$ cat src/rtl/text_pkg.sv
// Shared constants and types for the text-mode renderer.
package text_pkg;

    localparam logic [7:0]  CHAR_SPACE = 8'd32;
    localparam int unsigned GLYPH_W    = 5;
    localparam int unsigned CELL_W     = 8;
    localparam int unsigned CELL_H     = 8;
    localparam int unsigned RENDER_LAT = 3;

    typedef enum logic {IDLE, CLEAR} clr_state_t;

endpackage

$ cat src/rtl/text_render_ctrl_if.sv
// Host-side bus of the text renderer: buffer writes, clear request and cursor control.
interface text_render_ctrl_if #(
    parameter int unsigned ADDR_W = 9
) ();

    logic              wr_en_i;
    logic [ADDR_W-1:0] wr_addr_i;
    logic [7:0]        wr_data_i;
    logic              wr_ready_o;
    logic              clear_i;
    logic              busy_o;
    logic              cursor_en_i;
    logic [ADDR_W-1:0] cursor_addr_i;

    modport master (
        output wr_en_i, wr_addr_i, wr_data_i, clear_i, cursor_en_i, cursor_addr_i,
        input  wr_ready_o, busy_o
    );

    modport slave (
        input  wr_en_i, wr_addr_i, wr_data_i, clear_i, cursor_en_i, cursor_addr_i,
        output wr_ready_o, busy_o
    );

endinterface

$ cat src/rtl/text_buffer_ram.sv
// Character buffer: one write port, one synchronous read-first read port.
module text_buffer_ram
    import text_pkg::*;
#(
    parameter int unsigned DEPTH  = 512,
    parameter int unsigned ADDR_W = $clog2(DEPTH)
) (
    input  logic              clk,
    input  logic              rst_n,
    input  logic              i_we,
    input  logic [ADDR_W-1:0] i_waddr,
    input  logic [7:0]        i_wdata,
    input  logic [ADDR_W-1:0] i_raddr,
    output logic [7:0]        o_rdata
);

    logic [7:0] r_mem [DEPTH];
    logic [7:0] r_rdata;

    // Write port; no reset on the array so it maps onto block RAM.
    always_ff @(posedge clk) begin
        if (i_we) begin
            r_mem[i_waddr] <= i_wdata;
        end
    end

    // Read port; a same-cycle write is not visible yet (read-first).
    always_ff @(posedge clk or negedge rst_n) begin
        if (!rst_n) begin
            r_rdata <= CHAR_SPACE;
        end else begin
            r_rdata <= r_mem[i_raddr];
        end
    end

    assign o_rdata = r_rdata;

endmodule

$ cat src/rtl/text_render_ctrl.sv
// Text-mode scheduler: maps each VGA pixel onto a buffer cell, drives the glyph ROM lookup and
// returns one registered text pixel, 3 cycles behind hcount/vcount, with matching delayed syncs.
module text_render_ctrl
    import text_pkg::*;
#(
    parameter int unsigned COLS         = 32,
    parameter int unsigned ROWS         = 16,
    parameter int unsigned X0           = 0,
    parameter int unsigned Y0           = 0,
    parameter int unsigned SCALE_LOG2   = 1,
    parameter int unsigned BLINK_FRAMES = 30
) (
    input  logic                clk,
    input  logic                rst_n,
    input  logic [10:0]         hcount,
    input  logic [10:0]         vcount,
    input  logic                video_on_i,
    input  logic                hsync_i,
    input  logic                vsync_i,
    text_render_ctrl_if.slave   host,
    output logic [7:0]          glyph_sel_o,
    output logic [2:0]          glyph_x_o,
    output logic [2:0]          glyph_y_o,
    input  logic                glyph_pixel_i,
    output logic                pixel_o,
    output logic                video_on_o,
    output logic                hsync_o,
    output logic                vsync_o
);

    localparam int unsigned DEPTH   = COLS * ROWS;
    localparam int unsigned ADDR_W  = $clog2(DEPTH);
    localparam int unsigned FRAME_W = (BLINK_FRAMES > 1) ? $clog2(BLINK_FRAMES) : 1;

    // ---------------- geometry ----------------
    logic [10:0]       w_px, w_py, w_col, w_row;
    logic              w_in_win, w_cursor_hit;
    logic [ADDR_W-1:0] w_addr;

    assign w_px     = (hcount - 11'(X0)) >> SCALE_LOG2;
    assign w_py     = (vcount - 11'(Y0)) >> SCALE_LOG2;
    assign w_col    = w_px >> $clog2(CELL_W);
    assign w_row    = w_py >> $clog2(CELL_H);
    assign w_in_win = (hcount >= 11'(X0)) && (vcount >= 11'(Y0)) &&
                      (w_col < 11'(COLS)) && (w_row < 11'(ROWS));
    assign w_addr   = ADDR_W'(w_row * COLS + w_col);
    assign w_cursor_hit = host.cursor_en_i && (w_addr == host.cursor_addr_i);

    // ---------------- blink ----------------
    logic [FRAME_W-1:0] r_frame_cnt;
    logic               r_blink_ph;
    logic               w_tick, w_wrap, w_blink_now;

    assign w_tick = (hcount == 11'd0) && (vcount == 11'd0);
    assign w_wrap = w_tick && (r_frame_cnt == FRAME_W'(BLINK_FRAMES - 1));
    // Phase as seen by the pixel entering S1 now, so a frame's first pixel already uses its phase.
    assign w_blink_now = w_wrap ? ~r_blink_ph : r_blink_ph;

    // Frame counter and cursor blink phase.
    always_ff @(posedge clk or negedge rst_n) begin
        if (!rst_n) begin
            r_frame_cnt <= '0;
            r_blink_ph  <= 1'b1;
        end else if (w_tick) begin
            r_frame_cnt <= w_wrap ? '0 : r_frame_cnt + 1'b1;
            r_blink_ph  <= w_blink_now;
        end
    end

    // ---------------- clear FSM ----------------
    clr_state_t        r_state, w_state_next;
    logic [ADDR_W-1:0] r_clr_addr, w_clr_addr_next;
    logic              w_busy, w_we;
    logic [ADDR_W-1:0] w_waddr;
    logic [7:0]        w_wdata;

    // State register; reset lands in CLEAR so the buffer starts blank.
    always_ff @(posedge clk or negedge rst_n) begin
        if (!rst_n) begin
            r_state    <= CLEAR;
            r_clr_addr <= '0;
        end else begin
            r_state    <= w_state_next;
            r_clr_addr <= w_clr_addr_next;
        end
    end

    // Next state, clear sweep and RAM write-port arbitration.
    always_comb begin
        w_state_next    = r_state;
        w_clr_addr_next = r_clr_addr;
        w_we            = 1'b0;
        w_waddr         = host.wr_addr_i;
        w_wdata         = host.wr_data_i;
        unique case (r_state)
            IDLE: begin
                w_we = host.wr_en_i &&
                       ({1'b0, host.wr_addr_i} < (ADDR_W + 1)'(DEPTH));
                if (host.clear_i) begin
                    w_state_next    = CLEAR;
                    w_clr_addr_next = '0;
                end
            end
            CLEAR: begin
                w_we            = 1'b1;
                w_waddr         = r_clr_addr;
                w_wdata         = CHAR_SPACE;
                w_clr_addr_next = r_clr_addr + 1'b1;
                if (r_clr_addr == ADDR_W'(DEPTH - 1)) begin
                    w_state_next    = IDLE;
                    w_clr_addr_next = '0;
                end
            end
            default: w_state_next = IDLE;
        endcase
    end

    assign w_busy          = (r_state == CLEAR);
    assign host.busy_o     = w_busy;
    assign host.wr_ready_o = (r_state == IDLE);

    // ---------------- render pipeline ----------------
    logic [ADDR_W-1:0]     r_s1_addr;
    logic [2:0]            r_s1_gx, r_s1_gy;
    logic                  r_s1_in_win, r_s1_cur;
    logic                  r_s2_gx_ok, r_s2_in_win, r_s2_cur;
    logic [2:0]            r_glyph_x, r_glyph_y;
    logic                  r_pixel;
    logic [RENDER_LAT-1:0] r_von, r_hs, r_vs;

    text_buffer_ram #(
        .DEPTH  (DEPTH),
        .ADDR_W (ADDR_W)
    ) u_ram (
        .clk     (clk),
        .rst_n   (rst_n),
        .i_we    (w_we),
        .i_waddr (w_waddr),
        .i_wdata (w_wdata),
        .i_raddr (r_s1_addr),
        .o_rdata (glyph_sel_o)
    );

    // S1 address/coords, S2 glyph lookup, S3 pixel; syncs ride a matching delay line.
    always_ff @(posedge clk or negedge rst_n) begin
        if (!rst_n) begin
            r_s1_addr   <= '0;
            r_s1_gx     <= '0;
            r_s1_gy     <= '0;
            r_s1_in_win <= 1'b0;
            r_s1_cur    <= 1'b0;
            r_s2_gx_ok  <= 1'b0;
            r_s2_in_win <= 1'b0;
            r_s2_cur    <= 1'b0;
            r_glyph_x   <= '0;
            r_glyph_y   <= '0;
            r_pixel     <= 1'b0;
            r_von       <= '0;
            r_hs        <= '0;
            r_vs        <= '0;
        end else begin
            r_s1_addr   <= w_addr;
            r_s1_gx     <= w_px[2:0];
            r_s1_gy     <= w_py[2:0];
            r_s1_in_win <= w_in_win;
            r_s1_cur    <= w_cursor_hit && w_blink_now;
            r_s2_gx_ok  <= r_s1_gx < 3'(GLYPH_W);
            r_s2_in_win <= r_s1_in_win;
            r_s2_cur    <= r_s1_cur;
            r_glyph_x   <= (r_s1_gx < 3'(GLYPH_W)) ? r_s1_gx : 3'd0;
            r_glyph_y   <= r_s1_gy;
            // Cursor inverts the whole cell; gap columns never show ROM data.
            r_pixel     <= r_s2_in_win && r_von[RENDER_LAT-2] && !w_busy &&
                           ((r_s2_gx_ok && glyph_pixel_i) ^ r_s2_cur);
            r_von       <= {r_von[RENDER_LAT-2:0], video_on_i};
            r_hs        <= {r_hs[RENDER_LAT-2:0], hsync_i};
            r_vs        <= {r_vs[RENDER_LAT-2:0], vsync_i};
        end
    end

    assign glyph_x_o  = r_glyph_x;
    assign glyph_y_o  = r_glyph_y;
    assign pixel_o    = r_pixel;
    assign video_on_o = r_von[RENDER_LAT-1];
    assign hsync_o    = r_hs[RENDER_LAT-1];
    assign vsync_o    = r_vs[RENDER_LAT-1];

endmodule

$ cat src/flat_wrapper.sv
// flat-port wrapper written by rule: the top's interface ports become plain ports
module text_render_ctrl_flat import text_pkg::*;
#(
    parameter int unsigned COLS         = 32,
    parameter int unsigned ROWS         = 16,
    parameter int unsigned X0           = 0,
    parameter int unsigned Y0           = 0,
    parameter int unsigned SCALE_LOG2   = 1,
    parameter int unsigned BLINK_FRAMES = 30
)
  (clk, rst_n, hcount, vcount, video_on_i, hsync_i, vsync_i, glyph_sel_o, glyph_x_o, glyph_y_o, glyph_pixel_i, pixel_o, video_on_o, hsync_o, vsync_o, host_wr_en_i, host_wr_addr_i, host_wr_data_i, host_clear_i, host_cursor_en_i, host_cursor_addr_i, host_wr_ready_o, host_busy_o);
  text_render_ctrl_if #(.ADDR_W(9)) host_i ();
  input  logic clk;
  input  logic rst_n;
  input  logic [10:0] hcount;
  input  logic [10:0] vcount;
  input  logic video_on_i;
  input  logic hsync_i;
  input  logic vsync_i;
  output logic [7:0] glyph_sel_o;
  output logic [2:0] glyph_x_o;
  output logic [2:0] glyph_y_o;
  input  logic glyph_pixel_i;
  output logic pixel_o;
  output logic video_on_o;
  output logic hsync_o;
  output logic vsync_o;
  input wire logic [$bits(host_i.wr_en_i)-1:0] host_wr_en_i;
  input wire logic [$bits(host_i.wr_addr_i)-1:0] host_wr_addr_i;
  input wire logic [$bits(host_i.wr_data_i)-1:0] host_wr_data_i;
  input wire logic [$bits(host_i.clear_i)-1:0] host_clear_i;
  input wire logic [$bits(host_i.cursor_en_i)-1:0] host_cursor_en_i;
  input wire logic [$bits(host_i.cursor_addr_i)-1:0] host_cursor_addr_i;
  output wire logic [$bits(host_i.wr_ready_o)-1:0] host_wr_ready_o;
  output wire logic [$bits(host_i.busy_o)-1:0] host_busy_o;
  assign host_i.wr_en_i = host_wr_en_i;
  assign host_i.wr_addr_i = host_wr_addr_i;
  assign host_i.wr_data_i = host_wr_data_i;
  assign host_i.clear_i = host_clear_i;
  assign host_i.cursor_en_i = host_cursor_en_i;
  assign host_i.cursor_addr_i = host_cursor_addr_i;
  assign host_wr_ready_o = host_i.wr_ready_o;
  assign host_busy_o = host_i.busy_o;
  text_render_ctrl #(.COLS(COLS), .ROWS(ROWS), .X0(X0), .Y0(Y0), .SCALE_LOG2(SCALE_LOG2), .BLINK_FRAMES(BLINK_FRAMES)) u_core (.clk(clk), .rst_n(rst_n), .hcount(hcount), .vcount(vcount), .video_on_i(video_on_i), .hsync_i(hsync_i), .vsync_i(vsync_i), .host(host_i), .glyph_sel_o(glyph_sel_o), .glyph_x_o(glyph_x_o), .glyph_y_o(glyph_y_o), .glyph_pixel_i(glyph_pixel_i), .pixel_o(pixel_o), .video_on_o(video_on_o), .hsync_o(hsync_o), .vsync_o(vsync_o));
endmodule
$ cat config.mk
export PLATFORM = sky130hd
export DESIGN_NAME = text_render_ctrl_flat
export DESIGN_NICKNAME = d
export VERILOG_FILES = /design/src/rtl/text_pkg.sv /design/src/rtl/text_render_ctrl_if.sv /design/src/rtl/text_buffer_ram.sv /design/src/rtl/text_render_ctrl.sv /design/src/flat_wrapper.sv
export SDC_FILE = /design/constraint.sdc
export NUM_CORES = 2
export LEC_CHECK = 0
export CAP_MARGIN = 20
export CORE_ASPECT_RATIO = 1.2
export CORE_UTILIZATION = 50
export DETAILED_ROUTE_END_ITERATION = 10
export PLACE_DENSITY = 0.65
export SYNTH_ARGS = -nofsm -noshare
export SYNTH_HDL_FRONTEND = slang
export SYNTH_HIERARCHICAL = 1
export SYNTH_SLANG_ARGS = --single-unit
$ cat constraint.sdc
create_clock -name clk -period 17.85 [get_ports clk]
set_input_delay 2.6775 -clock clk [delete_from_list [all_inputs] [get_ports clk]]
set_output_delay 2.6775 -clock clk [all_outputs]
set_load 0.005 [all_outputs]
# ---- Word-level counts from Yosys, hierarchy flattened
# Memories as Yosys holds them, arrays and structs flattened. A register that Yosys moved wholly into a read port is not among the register bits.
# Index checks and enable logic that the tools add are counted.
dict set report classes {
  n_reduce_logical 15
  div 0
  shift 0
  add_sub_neg 3
  n_eq_ne 4
  n_lt_le_gt_ge 5
  bitwise 3
  mux 14
  multipliers 0
}
# op count
set op_table {}
lappend op_table {{$mux 9} 3}
lappend op_table {{$ge 11x1->1 const B} 2}
lappend op_table {{$logic_not 11->1} 2}
lappend op_table {{$pmux 9 s2} 1}
lappend op_table {{$logic_and 1x1->1} 11}
lappend op_table {{$add 9x1->9 const B} 1}
lappend op_table {{$add 9x7->9} 1}
lappend op_table {{$eq 9x9->1} 1}
lappend op_table {{$eq 9x9->1 const B} 1}
lappend op_table {{$mux 8} 1}
lappend op_table {{$lt 7x5->1 const B} 1}
lappend op_table {{$lt 7x6->1 const B} 1}
lappend op_table {{$add 5x1->5 const B} 1}
lappend op_table {{$eq 5x5->1 const B} 1}
lappend op_table {{$mux 1} 5}
lappend op_table {{$mux 5} 1}
lappend op_table {{$pmux 1 s2} 2}
lappend op_table {{$lt 3x3->1 const B} 1}
lappend op_table {{$mux 3} 1}
lappend op_table {{$logic_not 1->1} 2}
lappend op_table {{$ne 2x2->1 const B} 1}
lappend op_table {{$not 1->1} 2}
lappend op_table {{$xor 1x1->1} 1}
dict set report totals {
  ram_bits 4096
  input_bits 57
  out_inout_bits 20
  rom_bits 0
  regBits 52
  n_memories 1
  latch_bits 0
}
# memory words word_bits rd rd_ports_with_merged_regs write_ports line_no
set memory_table {}
lappend memory_table {u_core.u_ram.r_mem 512 8 1 1 1 text_buffer_ram.sv:17} ;# logic [7:0] r_mem [DEPTH];

# ---- Depth between registers and ports, before layout
dict set report depth {
  word_depth 5
  mapped_depth 12
  depth_no_buf 7
}

# ---- Modules after synthesis
# The synthesis kept the hierarchy.
# module seq_area_each_um2 cells_per_inst instances area_per_inst_um2
set modules_own_cells {}
lappend modules_own_cells {text_buffer_ram 123199.4 8030 1 159962.2}
lappend modules_own_cells {text_render_ctrl 1303.8 178 1 2193.4}

# ---- Worst setup path after synthesis
# Ideal clock, no wire load.
dict set report synth_timing {
  path_type {input -> register}
  startpoint {in host_wr_data_i[0]}
  endpoint {mem u_core.u_ram.r_mem[0][0], data pin}
  path_slack_ns 0.274
  required_ns 15.161
  setup_time_ns 2.689
  cell_stages 1
  arrival_time_ns 14.887
  path_buffers 0
  path_cell_list {nor2b_1}
}
dict set report synth_via {
  elab_chain_len 1
}
# item line_no
set synth_lines {}
lappend synth_lines {{from (decl)} flat_wrapper.sv:30} ;# input wire logic [$bits(host_i.wr_data_i)-1:0] host_wr_data_i;
lappend synth_lines {{$mux 8} text_render_ctrl.sv:95} ;# unique case (r_state)
lappend synth_lines {{to (decl)} text_buffer_ram.sv:17}
# No other way between the ends.

==> metrics.txt <==
Hold Violations, Final=0; Leak=57.6 nW; Clock Skews=0.0749 ns; Routed WL=411 mm; CTS sink cnt=4156; die area=327000 um2; Final Util=55.9%; Worst-path clk slew=0.06 ns; Hold-fix buffers, CTS=0; Hold Crit Start=u_core/r_s1_in_win; Fmax achieved=146 MHz; antenna viol nets, final=0; number of global-route vias before repair=82900; hpwl dp=247 mm; clock tree buffer depth=4; pwr dens=115 nW/um2; post-synthesis compound-gate area fraction=4.38%; routed via count=82800; nets@finish=8385; outcome=finished, final reports clean; site row count=228; VDD IR-drop max=0.115 mV; I/O pin count=77; clk_lat worst skew=0.94 ns; WHS=0.348 ns; CTS root buf=clkbuf_16; slew margin rel.=14.1%; Setup violations, final=0; WL/cell=31.9 um; Finished Cell Area=180000 um2; Synth Flop Type=edfxtp_1; multiplexer area fraction after synthesis=14.1%; CP max FO=104; Starting DRT DRC Count=10300; drt pass-1 iters=8; RD Place Congestion=0.964; fraction of registers with async set/reset=1.44%; Cell Area, Synth=162000 um2; Avg Vias per Cell=6.42; reg2reg start=u_core/r_s1_addr[0]; minimum clock period=6.85 ns; hold-critical path depth=0; post-synthesis sequential area ratio=76.8%; buffers added on ports=76; Mapped Avg Cell Area=19.8 um2; Post-Syn Instances=8208; Setup crit end kind=register; setup bufs post-CTS=0; area of the multi-input gates=34900 um2; largest family of logic cells by synthesized area=multiplexers; largest net degree at the start of global routing=206; Resize count post-CTS=0; max cap viols=0; initial antenna violation count=16; total CTS buffers=391; Syn Nets=8272; simple-gate portion of the synthesized area=2.79%; crit path launch type=register; number of remaining DRC errors=0; Synth cell types=64; CTS tree=done; gr usage total=25.0%; Final Cycle Share=38.4%; # fillers=23700; YS warnings=6; RSZ-0062 raised after global routing=false; CP Launch Point=u_core/r_s1_addr[0]; WP data arrival=7.70 ns; Setup Crit Path Kind=register to register; worst setup margin=11.00 ns; die width=522 um; slew at the pin closest to its max-slew limit=1.28 ns; Register Area=125000 um2; die extent in y=626 um; Place WS=10.57 ns; Area after DPL=167000 um2; first-pass GRT wire length=590 mm; total grt overflow=0; H-tree Lvls=5; length in cells of the worst reg-to-reg path=12; Post-Synth Adder-Cell Area=0.0586%; total negative setup slack=0 ns; fraction of layout cells with a size suffix above 1=16.9%; P&R area growth vs syn=11.0%; register bit total from synthesis=4156; core area=322000 um2; Slew Limit Fails=0; number of flops mapped to enable cells by yosys=4096; Post-Synth XOR/XNOR Area=0.0733%; worst min path class=register to register; starting density of the core=50.3%; Crit path required time=18.70 ns
state kept, by name, summed over array words and instances, names as in the netlist, 3 cells and up:
register / flops
u_core/r_s1_gy: 3
u_core/glyph_x_o: 3
u_core/r_s1_addr: 9
u_core/glyph_y_o: 3
u_core/u_ram/o_rdata: 8
u_core/r_frame_cnt: 5
u_core/r_von: 3
u_core/u_ram/r_mem: 4096
u_core/r_s1_gx: 3
u_core/r_hs: 3
u_core/r_vs: 3
u_core/r_clr_addr: 9
cell usage in the layout, fill, tap and decap left out, types with 66 or more instances in the layout:
cell type	netlist	final
clkbuf_1	263	66
edfxtp_1	4096	4096
o21ai_0	133	133
buf_4	71	147
nor2_1	606	604
clkinv_1	0	66
mux2i_1	797	797
mux4_2	654	654
clkbuf_16	0	401
a21oi_1	195	195
clkdlybuf4s50_1	0	75
nand2_1	119	104
o22ai_1	163	163
o221ai_1	371	371
clkinv_2	0	67
nor3_1	111	110
cell type report:
class	count	area share [%]
clock inverters	235	1.51
well taps	4255	2.96
diodes	7	0.00973
inverters	7	0.0188
multi-input cells	3526	19.4
flip-flops and latches	4156	69.1
repair buffers	239	1.21
clock buffers	473	5.76
worst max-delay path, cell delays in order (launching register included):
cell and delay [ns]:
dfrtp_4 0.95, buf_4 0.60, buf_4 0.61, buf_12 0.60
buf_4 0.87, mux2i_1 0.19, o221ai_1 0.32, nor3_1 0.12
nor4_1 0.74, o311ai_0 0.29, buf_4 0.24, nor4_1 0.64
o2111a_1 0.31
final timing paths:
check | to | slack (ns)
hold reg to reg | u_core/r_s2_in_win | 0.35
setup / recovery | u_core/u_ram/o_rdata[7] | 11.00
min in group asynchronous | u_core/u_ram/o_rdata[4] | 1.93
hold / removal | u_core/r_s2_in_win | 0.35
setup reg to reg | u_core/u_ram/o_rdata[7] | 11.00
max in group asynchronous | u_core/r_s1_addr[2] | 15.31
synthesized netlist by cell type (48+ instances only):
cell type	instances	area [um2]
edfxtp_1	4096	123000
mux2i_1	797	7980
mux4_2	654	14700
nor2_1	606	2270
o221ai_1	371	3250
clkbuf_1	263	987
a21oi_1	195	976
o22ai_1	163	1020
o21ai_0	133	666
nand2_1	119	447
nor3_1	111	556
buf_4	71	533
buf_6	64	721
a22oi_1	61	458
buf_2	57	285
dfrtp_1	57	1430
buf_1	48	180
through the flow:
stage          instances  power (mW)
6_report           12900        20.8
5_1_grt            12900        21.3
4_1_cts            12900        20.9
3_3_place_gp       12200        12.4
2_1_floorplan       8208        11.9
3_5_place_dp       12200        12.5
logic make-up after synthesis:
family                     after synthesis
xor gates and xnor gates                12
AOI/OAI and AO/OA                     1011
adders and majority gates                7
buffers and inverters                  526
DFF                                   4156
muxes                                 1461
and+or+nand+nor                       1035
power by group:
| part | total, mW | switching, mW | internal, mW |
|---|---|---|---|
| Clock | 8.50 | 3.57 | 4.93 |
| Combinational | 1.43 | 1.05 | 0.375 |
| Sequential | 10.9 | 0.0537 | 10.8 |
| Total | 20.8 | 4.68 | 16.1 |
per-layer routing:
| layer | vias up | global-route usage, % | part of all wire (%) |
|---|---|---|---|
| li1 | 34300 | - | - |
| met1 | 43500 | 33.5 | 38 |
| met2 | 4160 | 41.0 | 49 |
| met3 | 816 | 4.49 | 8.6 |
| met4 | 2 | 9.70 | 4.3 |
| met5 | - | 0 | 0.0032 |
Note: power is estimated with default switching activity, not from simulation.
